==> config.mk <==
export PLATFORM = sky130hd
export DESIGN_NAME = seq_startup_ctrl
export DESIGN_NICKNAME = d
export VERILOG_FILES = /design/src/rtl/seq_startup_pkg.sv /design/src/rtl/seq_startup_ctrl_bit_sync.sv /design/src/rtl/seq_startup_ctrl.sv
export SDC_FILE = /design/constraint.sdc
export NUM_CORES = 1
export LEC_CHECK = 0
export BUFFER_PORTS_ARGS = -buffer_cell sky130_fd_sc_hd__buf_2
export CORE_ASPECT_RATIO = 0.75
export CORE_MARGIN = 2
export CORE_UTILIZATION = 52
export CTS_CLUSTER_DIAMETER = 60
export DETAILED_ROUTE_END_ITERATION = 12
export PLACE_DENSITY = 0.83
export RECOVER_POWER = 25
export SETUP_SLACK_MARGIN = 0.02
export SLEW_MARGIN = 20
export SYNTH_ARGS = -nofsm -noshare
export SYNTH_HDL_FRONTEND = slang
export SYNTH_HIERARCHICAL = 1
export SYNTH_SLANG_ARGS = --single-unit
==> constraint.sdc <==
create_clock -name seq_clk -period 2.3 [get_ports seq_clk]
set_clock_uncertainty 0.2 [all_clocks]
set_input_delay 0.115 -clock seq_clk [delete_from_list [all_inputs] [get_ports seq_clk]]
set_output_delay 0.115 -clock seq_clk [all_outputs]
set_load 0.005 [all_outputs]
==> src/rtl/seq_startup_pkg.sv <==
// seq_startup_pkg: shared state encoding and counter widths for the startup controller.
package seq_startup_pkg;
  typedef enum logic [2:0] {
    S_IDLE     = 3'd0,
    S_WAIT_PHS = 3'd1,
    S_GO       = 3'd2,
    S_CAL_WAIT = 3'd3,
    S_RESTART  = 3'd4,
    S_DONE     = 3'd5,
    S_FAIL     = 3'd6
  } state_e;
  localparam int ATT_W = 4;
endpackage

==> src/rtl/seq_startup_ctrl_bit_sync.sv <==
// seq_bit_sync: multi-flop synchroniser for one asynchronous bit with a configurable reset value.
module seq_bit_sync #(
  parameter int STAGES  = 2,
  parameter bit RST_VAL = 1'b1
) (
  input  logic clk_i,
  input  logic rst_ni,
  input  logic d_i,
  output logic q_o
);
  logic [STAGES-1:0] sync_q;
  always_ff @(posedge clk_i) begin
    if (!rst_ni) sync_q <= {STAGES{RST_VAL}};
    else         sync_q <= {sync_q[STAGES-2:0], d_i};
  end
  assign q_o = sync_q[STAGES-1];
endmodule

==> src/rtl/seq_startup_ctrl.sv <==
// seq_startup_ctrl: gates calibration start on PLL phase-shift idle, supervises calibration
// with timeout, bounded retries with a sequencer core reset, user recalibration and sticky status.
module seq_startup_ctrl
  import seq_startup_pkg::*;
#(
  parameter int NUM_PHS     = 1,
  parameter int SYNC_STAGES = 2,
  parameter int CAL_TIMEOUT = 20000000,
  parameter int TIMER_WIDTH = 25,
  parameter int MAX_RETRIES = 3,
  parameter int RESET_HOLD  = 8,
  parameter int BYPASS_FSM  = 0
) (
  input  logic               seq_clk,
  input  logic               reset_seq_n,
  input  logic               ctl_init_done,
  input  logic [NUM_PHS-1:0] phs_shft_busy,
  input  logic               recal_req,
  input  logic               seq_cal_done,
  input  logic               seq_cal_success,
  output logic               ctl_init_done_for_seq,
  output logic               phs_shft_busy_for_seq,
  output logic               seq_core_reset_n,
  output logic               cal_done,
  output logic               cal_fail,
  output logic [ATT_W-1:0]   cal_attempts,
  output logic [2:0]         startup_state
);
  localparam bit BYP = (BYPASS_FSM != 0);
  logic [NUM_PHS-1:0]     busy_sync;
  logic                   busy_s;
  state_e                 state_q, state_d;
  logic                   en_q, done_q, fail_q, fail_d, core_rst_n_q;
  logic [TIMER_WIDTH-1:0] timer_q, timer_d;
  logic [ATT_W-1:0]       att_q, att_d;
  logic                   timeout, hold_over, last_try;
  genvar i;
  for (i = 0; i < NUM_PHS; i++) begin : g_sync
    seq_bit_sync #(.STAGES(SYNC_STAGES), .RST_VAL(1'b1)) u_sync (
      .clk_i (seq_clk),
      .rst_ni(reset_seq_n),
      .d_i   (phs_shft_busy[i]),
      .q_o   (busy_sync[i])
    );
  end
  assign busy_s    = |busy_sync;
  assign timeout   = timer_q == TIMER_WIDTH'(CAL_TIMEOUT - 1);
  assign hold_over = timer_q == TIMER_WIDTH'(RESET_HOLD - 1);
  assign last_try  = att_q == ATT_W'(MAX_RETRIES);
  always_comb begin
    state_d = state_q;
    att_d   = att_q;
    fail_d  = fail_q;
    case (state_q)
      S_IDLE:     if (ctl_init_done) state_d = busy_s ? S_WAIT_PHS : S_GO;
      S_WAIT_PHS: if (!busy_s) state_d = S_GO;
      S_GO: begin
        state_d = S_CAL_WAIT;
        att_d   = att_q + 1'b1;
      end
      S_CAL_WAIT: begin
        // success outranks a failure report or a timeout in the same cycle
        if (seq_cal_done && seq_cal_success) state_d = S_DONE;
        else if (seq_cal_done || timeout) begin
          state_d = last_try ? S_FAIL : S_RESTART;
          fail_d  = fail_q | last_try;
        end
      end
      S_RESTART:  if (hold_over) state_d = S_IDLE;
      S_DONE: if (recal_req) begin
        state_d = S_RESTART;
        att_d   = '0;
      end
      S_FAIL: if (recal_req) begin
        state_d = S_RESTART;
        att_d   = '0;
        fail_d  = 1'b0;
      end
      default:    state_d = S_IDLE;
    endcase
    // losing controller init aborts everything except the sticky failure flag
    if (!ctl_init_done && state_q != S_IDLE && state_q != S_RESTART) begin
      state_d = S_IDLE;
      att_d   = '0;
      fail_d  = fail_q;
    end
    timer_d = (state_d == state_q && (state_q == S_CAL_WAIT || state_q == S_RESTART)) ?
              timer_q + 1'b1 : '0;
    if (BYP) begin
      state_d = S_IDLE;
      att_d   = '0;
      fail_d  = 1'b0;
      timer_d = '0;
    end
  end
  always_ff @(posedge seq_clk) begin
    if (!reset_seq_n) begin
      state_q      <= S_IDLE;
      en_q         <= 1'b0;
      timer_q      <= '0;
      att_q        <= '0;
      done_q       <= 1'b0;
      fail_q       <= 1'b0;
      core_rst_n_q <= 1'b0;
    end else begin
      state_q      <= state_d;
      en_q         <= state_d == S_CAL_WAIT || state_d == S_DONE;
      timer_q      <= timer_d;
      att_q        <= att_d;
      done_q       <= state_d == S_DONE;
      fail_q       <= fail_d;
      core_rst_n_q <= state_d != S_RESTART;
    end
  end
  assign ctl_init_done_for_seq = BYP ? ctl_init_done : en_q & ctl_init_done;
  assign phs_shft_busy_for_seq = BYP ? |phs_shft_busy : en_q & busy_s;
  assign seq_core_reset_n      = core_rst_n_q;
  assign cal_done              = BYP ? seq_cal_done & seq_cal_success : done_q;
  assign cal_fail              = fail_q;
  assign cal_attempts          = att_q;
  assign startup_state         = state_q;
endmodule

==> results of run 1 <==
power groups by stage:
stage | Clock [mW] | Sequential [mW] | Combinational, mW
6_report | 0.706 | 0.687 | 0.106
4_1_cts | 0.713 | 0.686 | 0.102
2_1_floorplan | 0 | 0.691 | 0.0707
3_5_place_dp | 0 | 0.701 | 0.0955
5_1_grt | 0.743 | 0.689 | 0.117
3_3_place_gp | 0 | 0.701 | 0.0949
cells in the final DEF, fill, tap and decap left out, types with 3 or more instances in the layout:
cell	Yosys	routed
a21oi_1	6	6
and3_1	4	4
buf_2	0	15
buf_4	0	7
clkbuf_1	5	3
clkbuf_8	0	6
dfxtp_1	38	36
dlygate4sd3_1	0	4
inv_1	3	3
nand2_1	18	18
nand2b_1	7	7
nand3_1	12	12
nand4_1	9	9
nor2_1	47	47
nor2b_1	4	4
nor3_1	6	5
nor4_1	4	4
o21ai_0	3	3
xnor2_1	8	8
xor2_1	18	18
through the flow:
step	setup WS [ps]	power (mW)	util, %
after floorplan	122.7	0.7617	-
after global placement	110.5	0.7960	58.24
after detailed placement	54.59	0.7966	58.24
after CTS	33.94	1.502	63.33
after global routing	-39.17	1.549	63.92
final	38.94	1.499	63.92
kinds of logic (layout without fill, tap and decap cells):
kind of cell	Yosys count	count (layout)	share of synthesized area (%)
mux	1	1	0.5256
buf+inv	10	41	2.760
xor+xnor	26	26	11.96
flops	38	38	39.95
compound gates	24	24	9.331
simple gates	126	126	34.16
fa+ha+maj	2	2	1.314
synth_stat cells (2+ instances only):
master,n
inv_1,3
nand2b_1,7
and2_1,2
nor3_1,6
nor2_1,47
ha_1,2
and3_1,4
dfxtp_1,38
nor4_1,4
nand4_1,9
nand3_1,12
nor2b_1,4
xor2_1,18
a21o_1,2
xnor2_1,8
a21oi_1,6
buf_6,2
clkbuf_1,5
nand2_1,18
nand3b_1,2
a311oi_1,2
o21ai_0,3
critical path: stages (launching register included):
cell and delay [ps]:
dfxtp_1 310, or4_4 560, nor4_4 320, a21o_1 190
nand3_2 110, a31oi_4 220, buf_12 180, nor2_1 70
path summary, 6_finish.rpt:
kind	end	depth (start not counted)
worst max-delay path	timer_q[17]$_SDFF_PN0_	7
worst min-delay path	startup_state[1]$_SDFF_PN0_	4
worst max register to register	timer_q[17]$_SDFF_PN0_	7
worst min register to register	g_sync[0].u_sync/sync_q[1]$_SDFF_PN1_	1
per-layer routing:
metal	track usage [%]	vias up	wire, µm
met4	7.273	0	73
li1	-	847	-
met5	0	-	0
met3	7.181	11	271
met2	32.53	57	1859
met1	31.83	807	2077
cell type report:
cell class                      count  area (µm²)  share of cell area (%)
Clock inverter                      2       60.06                   2.617
Timing Repair Buffer               30       198.9                   8.670
Sequential cell                    38       763.2                   33.26
Multi-Input combinational cell    179        1114                   48.53
Tap cell                           52       65.06                   2.835
Inverter                            3       11.26                  0.4907
Clock buffer                        6       82.58                   3.599
registers in the layout, indices dropped and copies added, names as in the netlist:
name,flops
cal_attempts,4
cal_done,1
cal_fail,1
en_q,1
g_sync.u_sync/sync_q,2
seq_core_reset_n,1
startup_state,3
timer_q,25
timing repair:
item / in CTS / in global routing
hold endpoints to repair: 7 / 0
endpoints found under the setup margin: 0 / 28
gates resized for setup: 0 / 7
buffers inserted: 0 / 0
hold buffers: 4 / 0
==> out/results.ini, run 1 <==
[sta]
fin_tns_setup_ps=0
max_freq_mhz=442.3
setup_violations=0
rsz0062_at_grt=true
fin_crit_sh_pct=98.31
slew_headroom_pct=63.38
min_period_ps=2261
timing.hold.ws_ps=115.4
drv_slew=0
tightestPinTransition_ps=548.5
finalHoldViolCount=0

[layout]
fillers=287
final_layout_size_suffix_gt1_share_pct=17.44
nets=266
final_area_um2=2295
layout.cells.non_filler=310
layout-area-overhead-vs-synth_pct=20.50
antenna_cells=0

[pwr]
p_leak_nw=0.8306
share_clk_of_total_power_pct=47.1
p_switching_mw=0.3215
p_int_mw=1.177
power_frac_seq_pct=45.8
p_sw_share_pct=21.45
vdd_drop_max_uv=562.4
combPwrFrac_pct=7.1
powerDensity_nw_per_um2=653.2

[logic_synthesis]
ys_ff_latch=38
synthCells=227
synth_cell_types=45
syn_nets=236
syn_area_um2=1904
ys_warn_count=6
synth_flop_cell=dfxtp_1
synthArstFlopShare_pct=0
synth-edff-count=0
post_synth.cell_area_avg_um2=8.389
synth.largest_area_cell=dfxtp_1
ys_seq_area_share_pct=39.95
post-synth-top-area-fraction_pct=39.95
netlist_top_cells_area=dfxtp_1 40%, nor2_1 9.3%, xor2_1 8.3%

[grt]
grt_pass1_wl_um=7162
grtUsageTotal_pct=22.55
antenna_found_initial=0
grt_pass1_vias=1567
overflow=0
grt_max_degree=26

[clock_tree]
cts_tree=built
numCtsBuffers=5
clk_pin_slew_ps=70
cts_htree_levels=2
clock_sinks=38
cts-root-buf=clkbuf_8
clock_latency_ps=300
clock_path_buffers=2

[setup_path]
critPathMaxFanout=25
crit_path_end_kind=register
cp.required_ps=2290
crit_start=timer_q[17]$_SDFF_PN0_
arrival_ps=2250
r2r_slack_ps=40
critPathLaunchType=register
r2r_start=timer_q[17]$_SDFF_PN0_
critPathKind=register to register

[placement]
hpwl_um=2938
dpl.cell_count=298
io_buffers=18
place.gp.congestion=0.8876
place_area_um2=2091

[route]
dr_total_vias=1722
drcViolationCount=0
initialDrtViolationCount=173
viasPerCell=5.555
ant_nets=0
wirelength_um=4281
wl_per_cell_um=13.81
drt_first_pass_iters=4

[die]
die_x_um=73.88
core_um2=3590
rows=19
initial_utilization_pct=53.05
die_y_um=56.41
dieArea_um2=4167
pin_count=19

[run]
drv_cap=0

[run_status]
status=complete, no violations

[worst_hold_path]
hold_path_startpoint=seq_cal_done
min_path_type=primary input to register

No activity file was read; power rests on OpenSTA's default activity.
==> inputs of run 2 (changes only) <==
--- a/config.mk
+++ b/config.mk
@@ -8,10 +8,10 @@
 export BUFFER_PORTS_ARGS = -buffer_cell sky130_fd_sc_hd__buf_2
 export CORE_ASPECT_RATIO = 0.75
 export CORE_MARGIN = 2
-export CORE_UTILIZATION = 52
+export CORE_UTILIZATION = 60
 export CTS_CLUSTER_DIAMETER = 60
 export DETAILED_ROUTE_END_ITERATION = 12
-export PLACE_DENSITY = 0.83
+export PLACE_DENSITY = 0.9
 export RECOVER_POWER = 25
 export SETUP_SLACK_MARGIN = 0.02
 export SLEW_MARGIN = 20
==> constraint.sdc (replaced) <==
create_clock -name seq_clk -period 2.8 [get_ports seq_clk]
set_clock_uncertainty 0.2 [all_clocks]
set_input_delay 0.14 -clock seq_clk [delete_from_list [all_inputs] [get_ports seq_clk]]
set_output_delay 0.14 -clock seq_clk [all_outputs]
set_load 0.005 [all_outputs]
==> run 2 against run 1 <==
Clock power decreased by 34%; highest routed layer unchanged; register-to-register slack better by 360 ps; largest cell class unchanged; critical endpoint is now timer_q[16]$_SDFF_PN0_; setup slack better by 360 ps; combinational power decreased by 24%; die area down 13%; sequential share of layout area is 2.3 points higher; largest power group is now registers.
==> out/results.ini, run 2 (synthesis gave the netlist of run 1 again) <==
[die]
pin_count=19
die_x_um=69.05
die_y_um=52.79
core_um2=2978
dieArea_um2=3645
rows=17
initial_utilization_pct=63.95

[route]
wirelength_um=4203
initialDrtViolationCount=123
dr_total_vias=1632
drcViolationCount=0
wl_per_cell_um=14.64
viasPerCell=5.686
ant_nets=0
drt_first_pass_iters=5

[sta]
tightestPinTransition_ps=549.9
slew_headroom_pct=63.29
setup_violations=0
finalHoldViolCount=0
max_freq_mhz=417.3
min_period_ps=2397
rsz0062_at_grt=false
fin_tns_setup_ps=0
fin_crit_sh_pct=85.59
drv_slew=0

[placement]
place.gp.congestion=0.8361
io_buffers=18
dpl.cell_count=277
hpwl_um=2997
place_area_um2=2008

[clock_tree]
ctsHoldBuffers=3
clock_path_buffers=2
clock_sinks=38
cts-root-buf=clkbuf_8
numCtsBuffers=5
cts_htree_levels=2
cts_setup_buffers=0
clock_latency_ps=290
post_cts_resized=0
clk_pin_slew_ps=70
cts_tree=built

[grt]
grt_max_degree=26
grtUsageTotal_pct=26.15
grt_pass1_vias=1536
grt_pass1_wl_um=7314
antenna_found_initial=0
overflow=0

[layout]
antenna_cells=0
final_layout_size_suffix_gt1_share_pct=10.04
layout-area-overhead-vs-synth_pct=12.42
final_common_cell=nor2_1
largest_register_ffs=25
layout.cells.non_filler=287
regMostFlops=timer_q
fillers=242
final_area_um2=2141
nets=258
final_cell_mix=47 x nor2_1, 38 x dfxtp_1, 18 x nand2_1, 18 x xor2_1, 12 x nand3_1

[setup_path]
cp.required_ps=2770
critPathLaunchType=register
arrival_ps=2370
critPathMaxFanout=25
crit_path_end_kind=register
slowest_stage=or4_4
crit_chain=or4_4 > nor4_4 > a21o_1 > nand3_2 > a31oi_4 > buf_4 > nor2_1
max_stage_delay_ps=570
critPathKind=register to register

[worst_hold_path]
min_path_type=primary input to register

[run]
drv_cap=0

[pwr]
powerDensity_nw_per_um2=520.5
p_leak_nw=0.7513
vdd_drop_max_uv=486.4

[run_status]
status=complete, no violations

## run 2: cell count changes in the layout (fill, tap and decap cells not counted), sizes merged
cell / before / now
buf: 23 / 11
bufinv: 2 / 1
clkbuf: 9 / 14
dlygate4sd3: 4 / 3
## run 2: layer usage
metal  up-vias  part of all wire (%)  global-route usage [%]
li1        829                     -                       -
met1       749                    48                   36.30
met2        47                    44                   38.94
met3         7                   6.3                   6.154
met4         0                   1.4                   11.44
met5         -                     0                       0
## run 2: critical path, delay by kind of cell, from the launching register on
family                 cells  cell delay [ps]
DFF                        1              340
buffers and inverters      1              280
AOI/OAI and AO/OA          2              390
and+or+nand+nor            4             1070
## run 2: worst paths after layout
| path | from | end | slack (ps) | depth (start not counted) |
|---|---|---|---|---|
| worst min-delay path | recal_req | cal_attempts[2]$_SDFFE_PP0P_ | 50 | 3 |
| worst max-delay path | timer_q[18]$_SDFF_PN0_ | timer_q[16]$_SDFF_PN0_ | 400 | 7 |
| worst min register to register | g_sync[0].u_sync/sync_q[0]$_SDFF_PN1_ | g_sync[0].u_sync/sync_q[1]$_SDFF_PN1_ | 240 | 1 |
| worst max register to register | timer_q[18]$_SDFF_PN0_ | timer_q[16]$_SDFF_PN0_ | 400 | 7 |
## run 2: where the power goes
part	total (mW)	internal, mW	leakage [nW]	switching, mW
logic	0.0801	0.0348	0.387	0.0453
clock network	0.467	0.285	0.0573	0.182
registers	0.567	0.549	0.307	0.0185
total	1.11	0.868	0.751	0.246
## run 2: layout make-up
type / instances / area [µm²] / share of cell area (%)
well taps: 38 / 47.55 / 2.221
clock inverters: 1 / 30.03 / 1.403
inverters: 3 / 11.26 / 0.5260
clock buffers: 6 / 82.58 / 3.857
flip-flops and latches: 38 / 760.7 / 35.53
multi-input cells: 179 / 1091 / 50.96
repair buffers: 22 / 117.6 / 5.494
## run 2: through the flow
stage / total power, mW / util [%] / setup WS (ps) / hold WS (ps)
floorplan: 0.6257 / - / 622.7 / 13.04
global route: 1.155 / 71.89 / 288.1 / 57.21
CTS: 1.123 / 72.23 / 400.9 / 34.09
finish: 1.114 / 71.89 / 403.5 / 49.60
global placement: 0.6499 / 67.44 / 490.4 / 123.8
detailed placement: 0.6547 / 67.44 / 432.8 / 144.1
==> inputs of run 3 (changes only) <==
--- a/config.mk
+++ b/config.mk
@@ -8,10 +8,11 @@
 export BUFFER_PORTS_ARGS = -buffer_cell sky130_fd_sc_hd__buf_2
 export CORE_ASPECT_RATIO = 0.75
 export CORE_MARGIN = 2
-export CORE_UTILIZATION = 60
+export CORE_UTILIZATION = 55
 export CTS_CLUSTER_DIAMETER = 60
+export CTS_CLUSTER_SIZE = 30
 export DETAILED_ROUTE_END_ITERATION = 12
-export PLACE_DENSITY = 0.9
+export PLACE_DENSITY = 0.84
 export RECOVER_POWER = 25
 export SETUP_SLACK_MARGIN = 0.02
 export SLEW_MARGIN = 20
==> run 3 against run 2 <==
Critical path type unchanged; clock-buffer cell count did not move; sequential cell count did not move; setup slack improved by 5.5 ps; highest routed layer unchanged; sequential share of layout area rose by 0.23 points; via count fell by 1.3%; non-clock buffer count did not move; worst hold slack improved by 22 ps; critical path depth did not move; largest power group unchanged; die area rose by 8.5%; largest cell class unchanged; cell area fell by 0.64%; register-to-register slack barely moved; total power fell by 7.3%.
==> out/results.ini, run 3 (synthesis gave the netlist of run 1 again) <==
[worst_hold_path]
whs_path_depth=3
holdPathEnd=cal_attempts[3]$_SDFFE_PP0P_
hold_path_startpoint=recal_req
min_path_type=primary input to register

[route]
wirelength_um=4114
dr_total_vias=1611
wl_per_cell_um=14.19
initialDrtViolationCount=161
drcViolationCount=0
ant_nets=0
viasPerCell=5.555
drt_first_pass_iters=4

[clock_tree]
clk_pin_slew_ps=70
cts_tree=built
clock_latency_ps=290
post_cts_resized=0
clock_sinks=38
numCtsBuffers=5
clock_path_buffers=2
cts-root-buf=clkbuf_8
cts_htree_levels=2

[sta]
rsz0062_at_grt=false
tightestPinTransition_ps=583.2
setup_violations=0
slew_headroom_pct=61.07
max_freq_mhz=418.2
finalHoldViolCount=0
fin_crit_sh_pct=85.40
drv_slew=0
min_period_ps=2391
fin_tns_setup_ps=0

[setup_path]
reg2reg_to=timer_q[21]$_SDFF_PN0_
reg2reg_depth=7
max_stage_delay_ps=560
critPathMaxFanout=25
cp.required_ps=2760
r2r_start=timer_q[18]$_SDFF_PN0_
r2r_slack_ps=410
arrival_ps=2350
crit_buf_inv=1
slowest_stage=or4_4
crit_path_end_kind=register
critPathTopFamily=simple AND/OR/NAND/NOR gates
critPathKind=register to register
critPathLaunchType=register
crit_chain=or4_4 > nor4_4 > a21o_1 > nand3_2 > a31oi_4 > buf_4 > nor2_1

[placement]
place_area_um2=2011
io_buffers=18
place.gp.congestion=0.8678
hpwl_um=2911

[layout]
regMostFlops=timer_q
antenna_cells=0
final_area_um2=2127
layout-area-overhead-vs-synth_pct=11.70
final_common_cell=nor2_1
final_layout_size_suffix_gt1_share_pct=10.80
final_cell_mix=47 x nor2_1, 38 x dfxtp_1, 18 x nand2_1, 18 x xor2_1, 12 x nand3_1
nets=258
largest_register_ffs=25

[die]
dieArea_um2=3954
rows=18
pin_count=19
core_um2=3311
initial_utilization_pct=57.52
die_y_um=54.96
die_x_um=71.95

[run_status]
status=complete, no violations

[run]
drv_cap=0

[grt]
antenna_found_initial=0
overflow=0
grt_max_degree=26
grt_pass1_wl_um=6458
grtUsageTotal_pct=22.05
grt_pass1_vias=1362

[pwr]
p_leak_nw=0.7461
vdd_drop_max_uv=468.9
powerDensity_nw_per_um2=485.5

run 3: changes by cell type in the layout (fill, tap and decap cells not counted), sizes merged:
cell	change
buf	+1
bufinv	-1
clkbuf	-1
clkinv	+1
clkinvlp	+1
run 3: worst max-delay path by stage:
stage,from,endpoint,depth (start not counted)
3_3_place_gp,timer_q[18]$_SDFF_PN0_,timer_q[20]$_SDFF_PN0_,7
4_1_cts,timer_q[18]$_SDFF_PN0_,timer_q[18]$_SDFF_PN0_,7
3_5_place_dp,timer_q[18]$_SDFF_PN0_,timer_q[18]$_SDFF_PN0_,7
2_1_floorplan,timer_q[18]$_SDFF_PN0_,timer_q[14]$_SDFF_PN0_,7
6_report,timer_q[18]$_SDFF_PN0_,timer_q[21]$_SDFF_PN0_,7
5_1_grt,timer_q[0]$_SDFF_PN0_,timer_q[24]$_SDFF_PN0_,7
run 3: power by group:
part	internal [mW]	switching, mW
Sequential	0.548	0.0186
Clock	0.198	0.190
Combinational	0.0350	0.0431
run 3: worst min-delay path, delay by kind of cell:
kind / cells / cell delay, ps
buffers and inverters: 1 / 150
AOI/OAI and AO/OA: 1 / 180
and+or+nand+nor: 1 / 40
run 3: final cells by class:
type / count / area, µm²
clock inverters: 2 / 12.51
multi-input cells: 179 / 1091
fillers: 303 / 1184
well taps: 40 / 50.05
clock buffers: 6 / 82.58
repair buffers: 22 / 118.9
inverters: 3 / 11.26
flip-flops and latches: 38 / 760.7
run 3: per-layer routing:
layer / vias to the layer above / global-route usage (%) / routed length [µm]
li1: 833 / - / -
met1: 726 / 31.51 / 2007
met2: 48 / 32.25 / 1777
met3: 4 / 6.884 / 297
met4: 0 / 5.975 / 32
met5: - / 0 / 0
run 3: what timing repair did:
action / 4_1_cts / 5_1_grt
endpoints found under the setup margin: 0 / 0
hold endpoints to repair: 2 / 0
setup buffers: 0 / 0
hold buffers: 3 / 0
run 3: stage by stage:
stage	util [%]	worst slack (ps)	power [mW]	cells	hold WS, ps
floorplan	-	622.7	0.6257	227	13.04
global placement	60.73	473.5	0.6504	279	124.7
detailed placement	60.73	427.6	0.6532	279	146.5
CTS	64.51	414.1	1.038	290	57.99
global route	64.25	255.0	1.078	290	66.69
finish	64.25	408.9	1.033	290	71.48
